File: src/rtl/matrix_job_arbiter.sv
// Round-robin arbiter that hands one matrix-multiply engine to one of NUM_REQ
// requesters and runs the engine start/complete/release handshake for the owner.
module matrix_job_arbiter #(
  parameter int NUM_REQ   = 4,
  parameter int DIM_W     = 8,
  parameter int TIMEOUT_W = 16
) (
  input  logic                     CLOCK_25,
  input  logic                     i_rst,
  input  logic [NUM_REQ-1:0]       i_req,
  input  logic [NUM_REQ*DIM_W-1:0] i_f_row_size,
  input  logic [NUM_REQ*DIM_W-1:0] i_f_col_size,
  input  logic [NUM_REQ*DIM_W-1:0] i_s_col_size,
  output logic [NUM_REQ-1:0]       o_gnt,
  output logic [NUM_REQ-1:0]       o_done,
  output logic [NUM_REQ-1:0]       o_err,
  output logic                     o_start,
  output logic [DIM_W-1:0]         o_f_row_size,
  output logic [DIM_W-1:0]         o_f_col_size,
  output logic [DIM_W-1:0]         o_s_col_size,
  input  logic                     i_eng_finished,
  input  logic                     i_eng_done,
  output logic [3:0]               o_state
);

  localparam int IDX_W = (NUM_REQ > 1) ? $clog2(NUM_REQ) : 1;

  typedef enum logic [3:0] {
    S_IDLE     = 4'd0,
    S_LOAD     = 4'd1,
    S_ARM      = 4'd2,
    S_RUN      = 4'd3,
    S_RELEASE  = 4'd4,
    S_ABORT    = 4'd5,
    S_REJECT   = 4'd6,
    S_RESP_OK  = 4'd7,
    S_RESP_ERR = 4'd8
  } state_t;

  state_t               state;
  logic [IDX_W-1:0]     rr;
  logic [IDX_W-1:0]     pick;
  logic [TIMEOUT_W-1:0] wd;
  logic [TIMEOUT_W-1:0] wd_inc;
  logic                 dims_bad;

  // First set request at or after ptr, wrapping; the lowest offset wins.
  function automatic logic [IDX_W-1:0] rr_pick(input logic [NUM_REQ-1:0] req,
                                               input logic [IDX_W-1:0]   ptr);
    logic [IDX_W-1:0] sel;
    int               j;
    sel = ptr;
    for (int i = NUM_REQ - 1; i >= 0; i--) begin
      j = int'(ptr) + i;
      if (j >= NUM_REQ) j = j - NUM_REQ;
      if (req[j]) sel = j[IDX_W-1:0];
    end
    return sel;
  endfunction

  assign pick     = rr_pick(i_req, rr);
  assign wd_inc   = wd + TIMEOUT_W'(1);
  assign dims_bad = (o_f_row_size == '0) || (o_s_col_size == '0) ||
                    (o_f_col_size < DIM_W'(2));
  assign o_state  = state;

  always_ff @(posedge CLOCK_25) begin
    if (i_rst) begin
      state        <= S_IDLE;
      rr           <= '0;
      wd           <= '0;
      o_gnt        <= '0;
      o_done       <= '0;
      o_err        <= '0;
      o_start      <= 1'b0;
      o_f_row_size <= '0;
      o_f_col_size <= '0;
      o_s_col_size <= '0;
    end else begin
      o_done <= '0;
      o_err  <= '0;
      case (state)
        S_IDLE: begin
          // Grant and dimensions are registered here so they are visible in LOAD.
          if (|i_req) begin
            state        <= S_LOAD;
            o_gnt        <= {{(NUM_REQ-1){1'b0}}, 1'b1} << pick;
            o_f_row_size <= i_f_row_size[pick*DIM_W +: DIM_W];
            o_f_col_size <= i_f_col_size[pick*DIM_W +: DIM_W];
            o_s_col_size <= i_s_col_size[pick*DIM_W +: DIM_W];
            if (pick == IDX_W'(NUM_REQ - 1)) rr <= '0;
            else                             rr <= pick + 1'b1;
          end
        end
        S_LOAD: begin
          if (dims_bad) begin
            state <= S_REJECT;
          end else begin
            state   <= S_ARM;
            o_start <= 1'b1;
          end
        end
        S_ARM: begin
          if (i_eng_finished) begin
            state <= S_RUN;
            wd    <= '0;
          end
        end
        S_RUN: begin
          if (!(&wd)) wd <= wd_inc;
          if (i_eng_done) begin
            state   <= S_RELEASE;
            o_start <= 1'b0;
          end else if (&wd_inc) begin
            state   <= S_ABORT;
            o_start <= 1'b0;
          end
        end
        S_RELEASE: begin
          if (i_eng_finished) begin
            state  <= S_RESP_OK;
            o_done <= o_gnt;
          end
        end
        S_ABORT: begin
          if (i_eng_finished) begin
            state <= S_RESP_ERR;
            o_err <= o_gnt;
          end
        end
        S_REJECT: begin
          state <= S_RESP_ERR;
          o_err <= o_gnt;
        end
        S_RESP_OK, S_RESP_ERR: begin
          state <= S_IDLE;
          o_gnt <= '0;
        end
        default: begin
          state   <= S_IDLE;
          o_gnt   <= '0;
          o_start <= 1'b0;
        end
      endcase
    end
  end

endmodule

File: config.mk
export PLATFORM = sky130hd
export DESIGN_NAME = matrix_job_arbiter
export DESIGN_NICKNAME = d
export VERILOG_FILES = /design/src/rtl/matrix_job_arbiter.sv
export SDC_FILE = /design/constraint.sdc
export NUM_CORES = 1
export LEC_CHECK = 0
export ABC_CLOCK_PERIOD_IN_PS = 2320
export BUFFER_PORTS_ARGS = -buffer_cell sky130_fd_sc_hd__buf_2
export CAP_MARGIN = 0
export CORE_ASPECT_RATIO = 2
export CORE_MARGIN = 2
export CORE_UTILIZATION = 49
export DETAILED_ROUTE_END_ITERATION = 16
export PLACE_DENSITY = 0.93
export SLEW_MARGIN = 0
export SYNTH_ARGS = -nofsm -noshare
export SYNTH_HDL_FRONTEND = slang
export SYNTH_SLANG_ARGS = --single-unit
File: constraint.sdc
create_clock -name CLOCK_25 -period 2.32 [get_ports CLOCK_25]
set_input_delay 0.116 -clock CLOCK_25 [delete_from_list [all_inputs] [get_ports CLOCK_25]]
set_output_delay 0.116 -clock CLOCK_25 [all_outputs]
set_load 0.1 [all_outputs]
==> run_results.csv <==
group,metric,value,unit
status,status,"finished clean",
drt,drc,0,
yosys,netlist_instances,409,
worst_hold_path,holdCritStartpoint,"i_s_col_size[1]",
clock_network,cts_hold_buf,0,
power,switching_share,0.493,
floorplan,die_w,64.4,microns
grt,antenna_found_initial,0,
placed_design,place_hpwl,7990,microns
floorplan,die-area,8030,sq um
drt,wire_per_inst,16.4,microns
timing,worst_slew_pin_slew,0.556,ns
clock_network,cts_sinks,59,
setup_path,r2r_slack,0.13,ns
finish,nFillCells,598,
setup_path,critPathMaxFanout,10,
grt,grt.total_usage,0.268,
grt,grt_pass1_vias,3736,
power,p_clk_frac,0.238,
power,pwr-share-seq,0.257,
timing,slew_viol_final,0,
timing,grt_setup_unrepaired,"false",
floorplan,core_area,7160,sq um
timing,fmax,456,MHz
clock_network,clkTransAtPathRegs,0.05,ns
yosys,syn_avg_cell_area,8.73,sq um
yosys,yosysMostFrequentCell,"dfxtp_1",
drt,detail_route.vias_per_cell,5.93,
yosys,synth_area,3570,sq um
timing,clock_skew,0.00276,ns
placed_design,portBuffers,144,
setup_path,crit_required,2.53,ns
drt,drt-initial-drc-count,313,
clock_network,clock_latency,0.33,ns
placed_design,place_ws,0.124,ns
drt,num_vias,3847,
power,switching_power,2.70,mW
power,power_frac_comb,0.505,
setup_path,cp_slowest_stage_delay,0.39,ns
setup_path,cp_top_family,"compound AO/OA/AOI/OAI gates",
power,p_int,2.78,mW
finish,post-route-util,0.660,
timing,fin_crit,2.19,ns
placed_design,finalWeightedCongestion,0.922,
clock_network,post_cts_buffers,0,
yosys,ys_warn_count,0,
yosys,synth-main-ff-cell,"dfxtp_1",
yosys,yosys.area.top_type_share,0.331,
floorplan,pin_count,145,
grt,grt_start_max_net_pins,29,
clock_network,h-tree-depth,3,
timing,fin_crit_sh,0.946,
yosys,synth_nets,519,
grt,grt_pass1_wl,17300,microns
setup_path,cp.buffers_inverters,1,
clock_network,clock-root-buffer,"clkbuf_16",
power,powerDensity,1160,nW/um^2
finish,area_delta_synth_final,32.2,%
power,peakVddDrop,1.18,mV
yosys,synth_area_leaders,"dfxtp_1 (33%), mux2i_1 (13%), o221ai_1 (6.1%), nand3b_1 (6.1%), nor2_1 (3.0%)",
floorplan,start_util,0.499,
power,p_leak,2.06,nW
yosys,synth_seq_cells,59,
clock_network,cts_tree,"yes",
placed_design,placed_cell_area,4420,sq um
yosys,ys_top_cells_by_count,"dfxtp_1 (59), mux2i_1 (48), nand3b_1 (29), nor2_1 (29), nand2_1 (28)",
setup_path,worst_setup_path_end_kind,"register",
yosys,synth-edff-count,0,
timing,slew_headroom,0.626,
timing,setup_viol_count_final,0,
setup_path,start_kind,"register",
clock_network,cts_buffers,9,
drt,dr.pass1.iters,5,
yosys,synth_top_cell_by_area,"dfxtp_1",
timing,tns,0,ns
yosys,ys_types,54,
floorplan,fp-row-count,44,
timing,worst_slack,0.125,ns
drt,ant_nets,0,
yosys,synthArstFlopShare,0,
setup_path,cp_cell_sequence,"ha_1 -> buf_4 -> nor2b_1 -> o21ai_0 -> a221o_1 -> nor4_4 -> a21oi_2 -> a211o_1",
finish,antenna_cells,0,
finish,drive_gt1_frac,0.345,
worst_hold_path,hp-class,"input port to register",
grt,overflow,0,
finish,design_area,4720,sq um
clock_network,cts_buffer_depth,2,
yosys,ys_seq_area_frac,0.331,
setup_path,criticalPathCategory,"register to register",
setup_path,cpMaxStageDelayCell,"a221o_1",
run,maxCapViolCount,0,
finish,final_nets,662,
drt,wirelength,10700,microns
setup_path,worstPathArrival,2.41,ns
timing,hold_viol,0,
setup_path,critPathLaunch,"wd[1]",
floorplan,dieHeight,125,microns
setup_path,r2r-start,"wd[1]",
==> registers in the layout (all words and copies together), names as in the netlist <==
name / cells
o_state: 4
o_f_row_size: 8
o_gnt: 4
o_s_col_size: 8
rr: 2
o_err: 4
wd: 16
o_f_col_size: 8
o_start: 1
o_done: 4
==> metrics by stage <==
step	cells	total power, mW	hold slack [ns]
final	649	5.48	0.0984
after global routing	649	5.70	0.114
after CTS	649	5.47	0.0989
after detailed placement	633	4.16	0.434
after global placement	633	4.11	0.427
after floorplan	409	3.56	0.316
==> tightest hold or removal path: cells and delay by family <==
| kind | cells | cell delay (ns) |
|---|---|---|
| AO/OA/AOI/OAI | 1 | 0.14 |
| buffers and inverters | 1 | 0.08 |
| multiplexers | 1 | 0.05 |
==> layer usage <==
layer	wire length (microns)	part of all wire	track usage
met2	5330	0.50	0.441
met3	772	0.072	0.0470
met4	261	0.024	0.134
met1	4300	0.40	0.330
met5	0	0	0
==> placed cells by master (no fill, tap or decap), types with 2 or more instances in the layout <==
cell / instances
o221ai_1: 25
nor2_1: 29
a311oi_1: 9
clkbuf_16: 9
inv_1: 9
or4_1: 3
and2_1: 12
nand3b_1: 29
nor2b_1: 3
or3_1: 4
nand3_1: 11
a31oi_1: 7
clkinv_2: 5
nor4_1: 6
xnor2_1: 3
a211oi_1: 2
nand4_1: 6
o21ai_0: 12
buf_2: 144
buf_4: 15
nor4_2: 2
dfxtp_2: 2
mux2i_1: 48
a21o_1: 3
nand2b_1: 4
and3_1: 5
dfxtp_1: 57
a22oi_1: 4
nand2_1: 27
a21oi_1: 17
nor3_1: 10
ha_1: 6
==> cell type report <==
type                    instances  area, sq um  share of cell area
well taps                      92          115              0.0244
clock buffers                  10          239              0.0506
multi-input cells             313         2240               0.475
flip-flops and latches         59         1180               0.251
inverters                       9         33.8             0.00716
clock inverters                 6         55.1              0.0117
repair buffers                160          853               0.181
==> path summary, 6_finish.rpt <==
path | end | cells past startpoint
worst max register to register | o_state[1] | 8
worst min register to register | o_start | 2
worst max-delay path | o_state[1] | 8
worst min-delay path | o_s_col_size[1] | 3
==> logic make-up after synthesis <==
group | count (synthesis) | synth area share
AND/OR/NAND/NOR | 160 | 0.263
flip-flops | 59 | 0.331
multiplexers | 48 | 0.135
XOR/XNOR | 4 | 0.00981
adder cells (fa/ha/maj) | 6 | 0.0210
buffers and inverters | 37 | 0.0459
AO/OA/AOI/OAI | 95 | 0.195
==> power groups by stage <==
stage	Clock [mW]	Combinational (mW)	Sequential [mW]
finish	1.30	2.77	1.41
global route	1.34	2.93	1.43
CTS	1.31	2.76	1.40
detailed placement	0	2.75	1.41
global placement	0	2.70	1.41
floorplan	0	1.03	2.53
==> timing repair <==
action / in CTS / in global routing
resized for setup: 0 / 2
hold endpoints to repair: 0 / 0
endpoints found under the setup margin: 0 / 3
(Power assumes the default switching activity.)
